--- src/rtl/ppm_m_demod.sv ---
// M-ary PPM symbol demodulator: frames chip counts into 2^LOG2_M-chip symbols,
// picks the peak slot, thresholds it and delivers indices over ready/valid.
// Optional feature macro: PPM_ERASURE_EN.
module ppm_m_demod #(
  parameter int LOG2_M       = 4,
  parameter int CHIP_BITS    = 2,
  parameter int SYM_CNT_BITS = 12
) (
  input  logic                    clk,
  input  logic                    resetn,
  input  logic [CHIP_BITS-1:0]    din,
  input  logic                    din_valid,
  input  logic                    rx_start,
  input  logic [SYM_CNT_BITS-1:0] num_symbols,
  input  logic [CHIP_BITS-1:0]    corr_threshold_ext,
  output logic [LOG2_M-1:0]       dout,
  output logic                    dout_valid,
  input  logic                    dout_ready,
  output logic                    dout_erasure,
  output logic                    busy,
  output logic                    done,
  output logic                    overflow
);

  typedef enum logic {S_IDLE, S_COLLECT} state_t;

  state_t                  r_state, w_next;
  logic [LOG2_M-1:0]       r_chip_idx;
  logic [SYM_CNT_BITS-1:0] r_sym_cnt, r_num;
  logic [CHIP_BITS-1:0]    r_thr, r_max;
  logic [LOG2_M-1:0]       r_idx;
  logic                    r_tie;
  logic [LOG2_M-1:0]       r_dout;
  logic                    r_dout_valid, r_dout_erasure, r_done, r_overflow;

  logic                    w_accept, w_complete, w_term, w_unmet;
  logic                    w_deliver, w_erasure, w_can_load;
  logic [SYM_CNT_BITS-1:0] w_sym_cnt_inc;
  logic [CHIP_BITS-1:0]    w_pk_max;
  logic [LOG2_M-1:0]       w_pk_idx;
  logic                    w_pk_tie;

  // rx_start always wins over a same-cycle chip, so that chip is never accepted
  assign w_accept      = (r_state == S_COLLECT) && din_valid && !rx_start;
  assign w_complete    = w_accept && (r_chip_idx == {LOG2_M{1'b1}});
  assign w_sym_cnt_inc = r_sym_cnt + 1'b1;
  assign w_term        = w_complete && (r_num != '0) && (w_sym_cnt_inc == r_num);
  assign w_can_load    = !r_dout_valid || dout_ready;

  // Running peak including the current chip; chip 0 seeds a fresh symbol
  always_comb begin
    w_pk_max = r_max;
    w_pk_idx = r_idx;
    w_pk_tie = r_tie;
    if (r_chip_idx == '0) begin
      w_pk_max = din;
      w_pk_idx = '0;
      w_pk_tie = 1'b0;
    end else if (din > r_max) begin
      w_pk_max = din;
      w_pk_idx = r_chip_idx;
      w_pk_tie = 1'b0;
    end else if (din == r_max) begin
      w_pk_tie = 1'b1;
    end
  end

  assign w_unmet = (w_pk_max < r_thr);

`ifdef PPM_ERASURE_EN
  assign w_deliver = w_complete;
  assign w_erasure = w_unmet | w_pk_tie;
`else
  assign w_deliver = w_complete && !w_unmet;
  assign w_erasure = 1'b0;
`endif

  always_ff @(posedge clk) begin
    if (!resetn) r_state <= S_IDLE;
    else         r_state <= w_next;
  end

  always_comb begin
    w_next = r_state;
    case (r_state)
      S_IDLE:    if (rx_start) w_next = S_COLLECT;
      S_COLLECT: if (rx_start) w_next = S_COLLECT;
                 else if (w_term) w_next = S_IDLE;
      default:   w_next = S_IDLE;
    endcase
  end

  always_comb begin
    busy = (r_state == S_COLLECT);
  end

  always_ff @(posedge clk) begin
    if (!resetn) begin
      r_chip_idx <= '0;
      r_sym_cnt  <= '0;
      r_num      <= '0;
      r_thr      <= '0;
      r_max      <= '0;
      r_idx      <= '0;
      r_tie      <= 1'b0;
    end else if (rx_start) begin
      r_chip_idx <= '0;
      r_sym_cnt  <= '0;
      r_num      <= num_symbols;
      r_thr      <= corr_threshold_ext;
      r_max      <= '0;
      r_idx      <= '0;
      r_tie      <= 1'b0;
    end else if (w_accept) begin
      r_chip_idx <= r_chip_idx + 1'b1;
      if (w_complete) begin
        r_sym_cnt <= w_sym_cnt_inc;
        r_max     <= '0;
        r_idx     <= '0;
        r_tie     <= 1'b0;
      end else begin
        r_max <= w_pk_max;
        r_idx <= w_pk_idx;
        r_tie <= w_pk_tie;
      end
    end
  end

  // Output register ignores rx_start; a completed symbol that cannot load is lost
  always_ff @(posedge clk) begin
    if (!resetn) begin
      r_dout         <= '0;
      r_dout_valid   <= 1'b0;
      r_dout_erasure <= 1'b0;
      r_done         <= 1'b0;
      r_overflow     <= 1'b0;
    end else begin
      r_done <= w_term;
      if (w_deliver && w_can_load) begin
        r_dout         <= w_pk_idx;
        r_dout_erasure <= w_erasure;
        r_dout_valid   <= 1'b1;
      end else if (r_dout_valid && dout_ready) begin
        r_dout_valid <= 1'b0;
      end
      if (rx_start)                        r_overflow <= 1'b0;
      else if (w_deliver && !w_can_load)   r_overflow <= 1'b1;
    end
  end

  assign dout         = r_dout;
  assign dout_valid   = r_dout_valid;
  assign dout_erasure = r_dout_erasure;
  assign done         = r_done;
  assign overflow     = r_overflow;

endmodule
--- config.mk ---
export PLATFORM = sky130hd
export DESIGN_NAME = ppm_m_demod
export DESIGN_NICKNAME = d
export VERILOG_FILES = /design/src/rtl/ppm_m_demod.sv
export SDC_FILE = /design/constraint.sdc
export NUM_CORES = 1
export LEC_CHECK = 0
export BUFFER_PORTS_ARGS = -buffer_cell sky130_fd_sc_hd__buf_2
export CORE_MARGIN = 1
export CORE_UTILIZATION = 30
export DETAILED_ROUTE_END_ITERATION = 12
export PLACE_DENSITY = 0.5
export SLEW_MARGIN = 10
export SYNTH_ARGS = -nofsm -noshare
export SYNTH_HDL_FRONTEND = slang
export SYNTH_SLANG_ARGS = --single-unit
--- constraint.sdc ---
create_clock -name clk -period 3.7 [get_ports clk]
set_clock_uncertainty 0.05 [all_clocks]
set_input_delay 0.74 -clock clk [delete_from_list [all_inputs] [get_ports clk]]
set_output_delay 0.74 -clock clk [all_outputs]
set_load 0.05 [all_outputs]
; Word-level counts from Yosys, hierarchy flattened
; Index checks and enable logic that the tools add are counted.
[totals]
regBits = 44
latchBits = 0
ram_bits = 0
romBits = 0
inputBits = 21
output_inout_bits = 9
word_cells = 50
mem_count = 0
[classes]
addsub = 2
n_mul = 0
div_mod_pow = 0
order_cmp = 2
eq_ne = 2
n_shift = 0
mux = 12
bitwise = 2
n_reduce_logical = 19
[op_table]
columns = op, count
row1 = "adder 12 x 1 -> 12 bit, second input constant", 1
row2 = equality test 12 bit, 1
row3 = two-way mux 4 bit, 3
row4 = nonzero test 12 bit, 1
row5 = logical AND 1 bit, 9
row6 = two-way mux 2 bit, 3
row7 = two-way mux 1 bit, 5
row8 = "adder 4 x 1 -> 4 bit, second input constant", 1
row9 = "equality test 4 bit, second input constant", 1
row10 = logical NOT 1 bit, 4
row11 = logical NOT 4 bit, 1
row12 = > comparator 2 bit, 1
row13 = < comparator 2 bit, 1
row14 = NOT 1 bit, 2
row15 = case mux 1 bit (2 select lines), 1
row16 = AND reduction 2 bit, 1
row17 = nonzero test 2 bit, 1
row18 = OR reduction 2 bit, 1
row19 = logical OR 1 bit, 1

; Depth between registers and ports, before layout
; Gate-level depths: netlist (run 1).
[depth]
ltp_word = 8
depth_mapped = 10
ltp_nobuf = 9

; Least setup slack after synthesis (run 1)
; OpenSTA, ideal clock, no wires.
[synth_path]
kind = input to register
start = input port din[1]
end = register r_dout[0] (netlist: dout[0])
setup_ps = 72
arrival_ps = 2184
required_ps = 3578
setup_slack_ps = 1394
cell_stages = 9
path_buffers = 1
path_cell_list = inv_1 ha_1 nand2b_1 a21oi_1 mux2i_1 a31o_2 nand2b_4 buf_6 mux2i_1
[synth_between]
elab_chain_cells = 7
elab_cells_between_ends = 9
classes_between = 2 x order compare / 4 x mux / 3 x reduce/logical
[synth_lines]
columns = item, line
row1 = start: declaration, 11  ; input logic [CHIP_BITS-1:0] din,
row2 = > comparator 2 bit, 59  ; end else if (din > r_max) begin
row3 = two-way mux 2 bit, 59
row4 = two-way mux 2 bit, 55  ; if (r_chip_idx == '0) begin
row5 = < comparator 2 bit, 68  ; assign w_unmet = (w_pk_max < r_thr);
row6 = logical NOT 1 bit, 74  ; assign w_deliver = w_complete && !w_unmet;
row7 = logical AND 1 bit, 74
row8 = logical AND 1 bit, 139  ; if (w_deliver && w_can_load) begin
row9 = end signal: assignment, 140  ; r_dout <= w_pk_idx;
row10 = end: declaration, 33  ; logic [LOG2_M-1:0] r_dout;
; Parallel ways exist; a longest one is shown, timed or not.
; A chain may end at the register's enable or synchronous reset.

; Worst setup path in the final report (run 1)
[layout_path]
start = register r_chip_idx[0]
end = register r_dout[3] (netlist: dout[3])
[layout_between]
elab_chain_cells = 6
elab_cells_between_ends = 9
classes_between = 1 x order compare / 1 x eq/ne / 2 x mux / 5 x reduce/logical
[layout_lines]
columns = item, line
row1 = start: declaration, 28  ; logic [LOG2_M-1:0] r_chip_idx;
row2 = start signal: assignment, 115  ; r_chip_idx <= r_chip_idx + 1'b1;
row3 = logical NOT 4 bit, 55
row4 = two-way mux 2 bit, 55
row5 = < comparator 2 bit, 68
row6 = logical NOT 1 bit, 74
row7 = logical AND 1 bit, 74
row8 = logical AND 1 bit, 139
; Parallel ways exist; a longest one is shown, timed or not.

==> flow_metrics.tcl, run 1 <==
set metrics [dict create \
    status "finished, final reports clean" \
    grt.overflow.total 0 \
    layout_commonest_cell "dfxtp_1" \
    synth_edf_count 0 \
    cts.sinks 44 \
    dieArea_um2 8195 \
    crit_type "flip-flop to flip-flop" \
    multiInputGateArea_um2 1355 \
    synth_nets 291 \
    numCtsBuffers 5 \
    grt_usage 0.1268 \
    critical_path_arrival_ns 2.44 \
    floorplan.die.height_um 90.53 \
    syn_area_um2 2351 \
    synth_cells 263 \
    io_buffers 28 \
    grt_max_degree 27 \
    clockBufferDepth 2 \
    hpwl_um 3614 \
    antennaDiodeCount 0 \
    ios 30 \
    drc_errors 0 \
    critPathRequiredTime_ns 3.85 \
    fp.coreArea_um2 7408 \
    hold_path.startpoint "dout[2]" \
    areaGrowthSynthToFinish_pct 12.56 \
    total_leakage_power_nw 1.050 \
    vias_per_cell 4.790 \
    startpoint "r_chip_idx[0]" \
    rsz0062_at_grt "false" \
    drive_gt1_frac 0.1643 \
    tritoncts "built" \
    ff_latch_area_um2 880.8 \
    cts-root-buf "clkbuf_8" \
    worst_slew_pin_slew_ns 0.6804 \
    setup.worst_path.start_class "flip-flop" \
    grt_antenna_before_repair 0 \
    timing.final.crit_period_ns 2.295 \
    crit_fanout 5 \
    rows 31 \
    start_util 0.3173 \
    postSynthAreaPerCell_um2 8.939 \
    cap_violations 0 \
    r2r-start "r_chip_idx[0]" \
    routabilityCongestion 0.8148 \
    clkTransAtPathRegs_ns 0.09 \
    fin_crit_sh 0.6202 \
    drv_slew 0 \
    critPathCaptureType "flip-flop" \
    fin_util 0.3572 \
    setup_viol 0 \
    ir_drop_v 0.0001163 \
    yosysUniqueCellTypes 44 \
    clock_latency_ns 0.30 \
    holdPathStages 2 \
    grt_pass1_vias 1699 \
    cts_setup_buffers 0 \
    dieWidth_um 90.53 \
    hold_buffers 0 \
    relSlewSlack 0.5464 \
    whs_ns 0.4128 \
    antenna_left 0 \
    fmax_mhz 435.8 \
    grt_pass1_wl_um 8273 \
    ys.warnings.count 0 \
    finalHoldViolations 0 \
    post_cts_resize_count 0 \
    fin_nets 313 \
    fillers 767 \
    wl_per_cell_um 12.75 \
    min_path_type "flip-flop to flip-flop" \
    num_vias 1844 \
    setup_tns_ns 0 \
    ys_ff_latch 44 \
    htreeDepth 2 \
    p_per_area_nw_per_um2 342.0 \
    synth_seq_area_share 0.3747 \
    ys.flop_type "dfxtp_1" \
    final_cell_mix "dfxtp_1, buf_2, nor2_1" \
    r2r_cells 10 \
    dr.pass1.iters 4 \
    detailedRoute.firstIterationViolations 67 \
    async_flop_share 0 \
    wl_um 4907 \
]
[synth_stat cells, types with 2 or more instances]
master | count | share of area
a21oi_1 | 9 | 0.019
nor2_1 | 27 | 0.043
dfxtp_1 | 44 | 0.37
nand4_1 | 8 | 0.021
buf_6 | 2 | 0.0096
nor4_2 | 2 | 0.011
nor4_1 | 3 | 0.0080
nand3_1 | 8 | 0.017
nand2b_1 | 4 | 0.011
inv_1 | 9 | 0.014
mux2i_1 | 23 | 0.098
nand2_1 | 20 | 0.032
a22oi_1 | 6 | 0.019
and2_1 | 3 | 0.0080
and4_1 | 3 | 0.011
clkbuf_1 | 7 | 0.011
xor2_1 | 15 | 0.056
ha_1 | 7 | 0.037
nor2b_1 | 16 | 0.043
o21bai_1 | 3 | 0.0096
o21ai_0 | 4 | 0.0085
xnor2_1 | 12 | 0.045
buf_2 | 5 | 0.011
or3_1 | 3 | 0.0080
[power breakdown]
group	internal (W)	leakage [nW]	switching, W
Clock	0.000151	0.0434	0.000174
Combinational	0.0000388	0.649	0.0000458
Sequential	0.000484	0.358	0.0000116
[worst paths after layout]
check	to	slack, ns
setup / recovery	dout[3]	1.41
hold / removal	dout[2]	0.41
setup reg to reg	dout[3]	1.41
hold reg to reg	dout[2]	0.41
[layer usage]
layer	part of all wire	GRT usage	vias to the layer above
met3	0.031	0.02778	5
li1	-	-	941
met5	0	0	-
met1	0.51	0.1757	867
met4	0.015	0.05242	0
met2	0.44	0.1888	31
[worst max-delay path: stages (launching register included)]
cell	delay (ns)
dfxtp_1	0.35
inv_1	0.10
ha_1	0.15
nor3b_1	0.19
buf_4	0.18
mux2i_1	0.31
ha_1	0.25
o21ai_2	0.07
a31o_2	0.25
nand2b_4	0.17
mux2i_1	0.13
[metrics by stage]
step	instances	total power, W	area [um2]	setup slack (ns)
finish	385	0.0009049	2646	1.405
global route	385	0.0009469	2646	1.210
CTS	385	0.0009215	2646	1.397
detailed placement	377	0.0005921	2549	1.103
global placement	377	0.0005923	2549	1.182
floorplan	263	0.0005664	2351	1.394
[flip-flops by register name, summed over array words and instances (netlist names)]
register    cells
busy            1
r_sym_cnt      12
r_chip_idx      4
dout_valid      1
dout            4
r_thr           2
done            1
overflow        1
r_idx           4
r_max           2
r_num          12
[cell type report]
| cell class | count | share of cell area |
|---|---|---|
| multi-input combinational | 195 | 0.5121 |
| clock inverter | 2 | 0.005674 |
| inverter | 9 | 0.01277 |
| tap | 99 | 0.04681 |
| timing repair buffer | 30 | 0.05863 |
| clock buffer | 6 | 0.03121 |
| sequential | 44 | 0.3329 |
[logic make-up (layout without fill, tap and decap cells)]
logic type | after synthesis | count (layout) | share of synthesized area
AO/OA/AOI/OAI | 32 | 32 | 0.09367
other | 1 | 1 | 0.001595
multiplexers | 23 | 23 | 0.09792
buffers and inverters | 24 | 47 | 0.04896
AND/OR/NAND/NOR | 105 | 105 | 0.2454
XOR/XNOR | 27 | 27 | 0.1006
adder cells (fa/ha/maj) | 7 | 7 | 0.03725
flip-flops | 44 | 44 | 0.3747
No activity file was read; power rests on OpenSTA's default activity.
==> inputs of run 2 (changes only) <==
- ABC_AREA: default -> 1
- PLACE_DENSITY: 0.5 -> 0.51
- clock period: 3.7 -> 2 ns (I/O delays scaled with it)
==> flow_metrics.tcl, run 2 <==
set metrics [dict create \
    status "finished, final reports clean" \
    setup.worst_path.start_class "flip-flop" \
    holdPathStages 3 \
    rows 32 \
    min_path_type "input port to flip-flop" \
    critPathRequiredTime_ns 2.19 \
    yosysMostFrequentCell "nand2_1" \
    wl_per_cell_um 11.31 \
    detailedRoute.firstIterationViolations 110 \
    combPwrFrac 0.113 \
    r2r_end "dout[3]" \
    grt_pass1_wl_um 9473 \
    grt_max_degree 25 \
    power_switching_w 0.0004452 \
    postSynthAreaPerCell_um2 6.705 \
    ys.warnings.count 0 \
    start_util 0.3125 \
    cts.sinks 44 \
    final_cell_mix "nand2_1, inv_1, dfxtp_1" \
    syn_area_um2 2427 \
    synth_seq_area_share 0.3629 \
    r2r_slack_ns 0.17 \
    areaGrowthSynthToFinish_pct 18.66 \
    clkTransAtPathRegs_ns 0.08 \
    total_leakage_power_nw 1.270 \
    synth_nets 390 \
    fin_nets 425 \
    synthTopCellsByArea "dfxtp_1, nand2_1, inv_1, nand3_1, a21oi_1" \
    wl_um 5655 \
    ys.flop_type "dfxtp_1" \
    holdPathEnd "r_num[1]" \
    p_per_area_nw_per_um2 590.9 \
    fp.coreArea_um2 7767 \
    worst_slew_pin_slew_ns 0.6124 \
    ys_ff_latch 44 \
    fin_util 0.3708 \
    synth_top_cell_area_share 0.3629 \
    drv_slew 0 \
    cts_setup_buffers 0 \
    finalHoldViolations 0 \
    synth_common_cells "nand2_1, inv_1, dfxtp_1" \
    yosysTopAreaCell "dfxtp_1" \
    dr.pass1.iters 4 \
    r2r-start "r_chip_idx[0]" \
    clock_latency_ns 0.30 \
    ir_drop_v 0.0002072 \
    antenna_left 0 \
    synth_mux_area_frac 0 \
    synth-simple-area-share 0.3186 \
    hpwl_um 4313 \
    cts-root-buf "clkbuf_8" \
    grt.overflow.total 0 \
    synth_cells 362 \
    relSlewSlack 0.5913 \
    yosys.area_share.adder 0.03608 \
    synth_xor_area_frac 0.02371 \
    drc_errors 0 \
    routabilityCongestion 0.8678 \
    setup_viol 0 \
    synth_compound_area_frac 0.1469 \
    critPathCaptureType "flip-flop" \
    async_flop_share 0 \
    vias_per_cell 4.502 \
    r2r_cells 12 \
    crit_fanout 6 \
    grt_pass1_vias 2068 \
    io_buffers 28 \
    grt_antenna_before_repair 0 \
    numCtsBuffers 5 \
    hold_path.startpoint "num_symbols[1]" \
    setup_tns_ns 0 \
    critical_path_arrival_ns 2.02 \
    p_seq_frac 0.537 \
    num_vias 2251 \
    fin_crit_sh 0.9164 \
    p_clk_frac 0.350 \
    tritoncts "built" \
    synth_edf_count 0 \
    floorplan.die.height_um 91.95 \
    drive_gt1_frac 0.1935 \
    top_regs "r_num (12), r_sym_cnt (12)" \
    antennaDiodeCount 0 \
    dieWidth_um 91.95 \
    synth_top_family_by_area "simple AND/OR/NAND/NOR gates" \
    rsz0062_at_grt "true" \
    dieArea_um2 8455 \
    timing.final.crit_period_ns 1.833 \
    p_int_w 0.001257 \
    layout_commonest_cell "nand2_1" \
    crit_type "flip-flop to flip-flop" \
    hold_buffers 0 \
    clockBufferDepth 2 \
    cap_violations 0 \
    fmax_mhz 545.6 \
    grt_usage 0.1413 \
    yosysUniqueCellTypes 31 \
    ios 30 \
    swShare 0.2616 \
    htreeDepth 2 \
]
==> run 2: cell types whose count changed after synthesis, sizes merged, moves of 21 or more <==
cell   previous run  this run
mux2i            23         0
nand3             8        35
inv               9        58
a21oi             9        30
nand2            20        81
o21ai             5        28
==> run 2: what timing repair did <==
action,4_1_cts,5_1_grt
endpoints found under the setup margin,0,8
resized for setup,0,16
endpoints found under the hold margin,0,0
==> run 2: worst max-delay path, cell delays in order (launching register included) <==
cell     delay (ns)
dfxtp_2        0.35
inv_1          0.10
ha_2           0.21
nand3_4        0.13
nor2_4         0.11
a21oi_2        0.05
ha_1           0.27
nand2_1        0.06
nand2_2        0.12
nand3_4        0.11
nand2_1        0.08
inv_1          0.04
nor2_1         0.09
==> run 2: area by class of cell <==
class	count	area, um2
clock inverter	1	7.507
timing repair buffer	39	222.7
inverter	58	217.7
sequential	44	885.9
tap	102	127.6
fill	858	4887
multi-input combinational	249	1333
clock buffer	7	86.33
==> run 2: how the worst max path moves through the flow <==
stage                  start       to  slack (ns)
6_report       r_chip_idx[0]  dout[3]        0.17
5_1_grt        r_chip_idx[1]  dout[2]       -0.03
4_1_cts        r_chip_idx[0]  dout[2]        0.07
3_5_place_dp          din[1]  dout[2]       -0.03
3_3_place_gp          din[1]  dout[2]        0.03
2_1_floorplan           busy     busy        0.15
==> run 2: layer usage <==
metal	share of wire	wire, um	track usage
met5	0	0	0
met4	0.0051	29	0.03516
met3	0.048	272	0.02570
met2	0.44	2463	0.2264
met1	0.51	2890	0.1954
==> run 2: power by group through the flow <==
stage / sequential (W) / clock [W] / combinational [W]
6_report: 0.000913 / 0.000596 / 0.000193
5_1_grt: 0.000916 / 0.000650 / 0.000218
4_1_cts: 0.000913 / 0.000625 / 0.000185
3_5_place_dp: 0.000934 / 0 / 0.000185
3_3_place_gp: 0.000934 / 0 / 0.000183
2_1_floorplan: 0.000934 / 0 / 0.000121
==> run 2: cells by family after synthesis <==
family	Yosys count
XOR/XNOR	5
buffers and inverters	69
flip-flops	44
AND/OR/NAND/NOR	170
adder cells (fa/ha/maj)	7
other	1
AO/OA/AOI/OAI	66
==> run 2: per-stage QoR <==
| step | std cells | instance area (um2) | total power, W | setup WS (ns) | hold WS, ns |
|---|---|---|---|---|---|
| floorplan | 362 | 2427 | 0.001055 | 0.1532 | 0.3897 |
| global placement | 492 | 2728 | 0.001117 | 0.03280 | 0.3961 |
| detailed placement | 492 | 2728 | 0.001118 | -0.03372 | 0.4076 |
| CTS | 500 | 2821 | 0.001724 | 0.06853 | 0.2673 |
| global route | 500 | 2880 | 0.001785 | -0.02947 | 0.2751 |
| finish | 500 | 2880 | 0.001702 | 0.1672 | 0.2722 |
==> inputs of run 3 (changes only) <==
- CTS_BUF_LIST: default -> sky130_fd_sc_hd__clkbuf_16
==> flow_metrics.tcl, run 3 (synthesis results as in run 2) <==
set metrics [dict create \
    setup.worst_path.start_class "flip-flop" \
    rows 32 \
    clkTransAtPathRegs_ns 0.06 \
    fin_cells 500 \
    grt_pass1_wl_um 9501 \
    holdPathEnd "r_num[1]" \
    multiInputGateArea_um2 1310 \
    crit_type "flip-flop to flip-flop" \
    status "finished, final reports clean" \
    wl_per_cell_um 11.19 \
    fin_area_um2 2904 \
    worst_slew_pin_slew_ns 0.6135 \
    r2r_cells 11 \
    combPwrFrac 0.099 \
    dpl.cell_count 492 \
    fp.coreArea_um2 7767 \
    num_vias 2247 \
    placedInstanceArea_um2 2728 \
    floorplan.die.height_um 91.95 \
    critical_path_arrival_ns 1.94 \
    clockBufferDepth 2 \
    setup_viol 0 \
    swShare 0.2479 \
    fillers 854 \
    drc_errors 0 \
    min_path_type "input port to flip-flop" \
    clock_latency_ns 0.28 \
    r2r_slack_ns 0.19 \
    power_switching_w 0.0004709 \
    r2r_end "dout[2]" \
    cts.sinks 44 \
    routabilityCongestion 0.8678 \
    critPathCaptureType "flip-flop" \
    cts-root-buf "clkbuf_16" \
    rsz0062_at_grt "true" \
    fmax_mhz 553.6 \
    ios 30 \
    antennaDiodeCount 0 \
    grt.overflow.total 0 \
    cap_violations 0 \
    grt_usage 0.1417 \
    p_clk_frac 0.419 \
    wl_um 5594 \
    start_util 0.3125 \
    hold_path.startpoint "num_symbols[1]" \
    top_regs "r_num (12), r_sym_cnt (12)" \
    dr.pass1.iters 4 \
    grt_pass1_vias 2081 \
    p_int_w 0.001428 \
    numCtsBuffers 5 \
    layout_setup_ws_ns 0.1937 \
    areaGrowthSynthToFinish_pct 19.64 \
    crit_fanout 6 \
    ir_drop_v 0.0002880 \
    grt_max_degree 25 \
    hpwl_um 4313 \
    grt_antenna_before_repair 0 \
    detailedRoute.firstIterationViolations 101 \
    r2r-start "r_chip_idx[0]" \
    p_seq_frac 0.481 \
    fin_crit_sh 0.9031 \
    report.power.total_w 0.001899 \
    vias_per_cell 4.494 \
    drive_gt1_frac 0.1834 \
    ff_latch_area_um2 885.9 \
    dieWidth_um 91.95 \
    layout_commonest_cell "nand2_1" \
    final_cell_mix "nand2_1, inv_1, dfxtp_1" \
    relSlewSlack 0.5906 \
    place_ws_ns -0.03372 \
    dieArea_um2 8455 \
    timing.final.crit_period_ns 1.806 \
    critPathRequiredTime_ns 2.13 \
    p_per_area_nw_per_um2 654.0 \
    io_buffers 28 \
    drv_slew 0 \
    fin_nets 425 \
    finalHoldViolations 0 \
    holdPathStages 3 \
    antenna_left 0 \
    htreeDepth 2 \
    tritoncts "built" \
    total_leakage_power_nw 1.293 \
]
## run 3: changes by cell type in the layout (fill, tap and decap cells not counted), sizes merged
cell and change:
clkbuf -2, inv +1, clkinv +1
## run 3: power by group through the flow
stage | combinational (W) | sequential, W | clock, W
floorplan | 0.000121 | 0.000934 | 0
global placement | 0.000183 | 0.000934 | 0
detailed placement | 0.000185 | 0.000934 | 0
CTS | 0.000185 | 0.000914 | 0.000823
global route | 0.000213 | 0.000916 | 0.000849
finish | 0.000188 | 0.000914 | 0.000797
## run 3: what timing repair did
item,4_1_cts,5_1_grt
resized for setup,0,12
setup buffers,0,0
endpoints found under the setup margin,0,8
hold buffers,0,0
## run 3: worst max-delay path, stage by stage (launching register included)
cell,delay [ns]
dfxtp_2,0.34
inv_1,0.09
ha_1,0.21
nand3_4,0.13
nor2_2,0.11
a21oi_2,0.05
ha_1,0.27
nand2_1,0.07
nand2_2,0.12
nand3_4,0.11
nor2_1,0.11
nor2_1,0.05
## run 3: final cells by class
cell class                      count  area share
Timing Repair Buffer               39     0.07669
Tap cell                          102     0.04395
Sequential cell                    44      0.3050
Clock inverter                      3    0.005170
Multi-Input combinational cell    249      0.4511
Clock buffer                        5     0.04308
Inverter                           58     0.07497
## run 3: worst max-delay path by stage
stage	depth (start not counted)	startpoint	endpoint
6_report	11	r_chip_idx[0]	dout[2]
3_3_place_gp	15	din[1]	dout[2]
5_1_grt	14	r_max[1]	dout[2]
4_1_cts	12	r_chip_idx[0]	dout[2]
3_5_place_dp	15	din[1]	dout[2]
2_1_floorplan	11	busy	busy
## run 3: per-layer routing
layer	GRT usage	up-vias	wire length (um)
met1	0.1954	965	2900
met2	0.2276	52	2382
met5	0	-	0
li1	-	1225	-
met3	0.02570	5	272
met4	0.03516	0	39
## run 3: per-stage QoR
step | setup TNS (ns) | utilization | hold slack, ns
after CTS | 0 | 0.3692 | 0.2847
after global placement | 0 | 0.3512 | 0.3961
after global routing | -0.01474 | 0.3739 | 0.2988
final | 0 | 0.3739 | 0.2868
after detailed placement | -0.1155 | 0.3512 | 0.4076
after floorplan | 0 | - | 0.3897
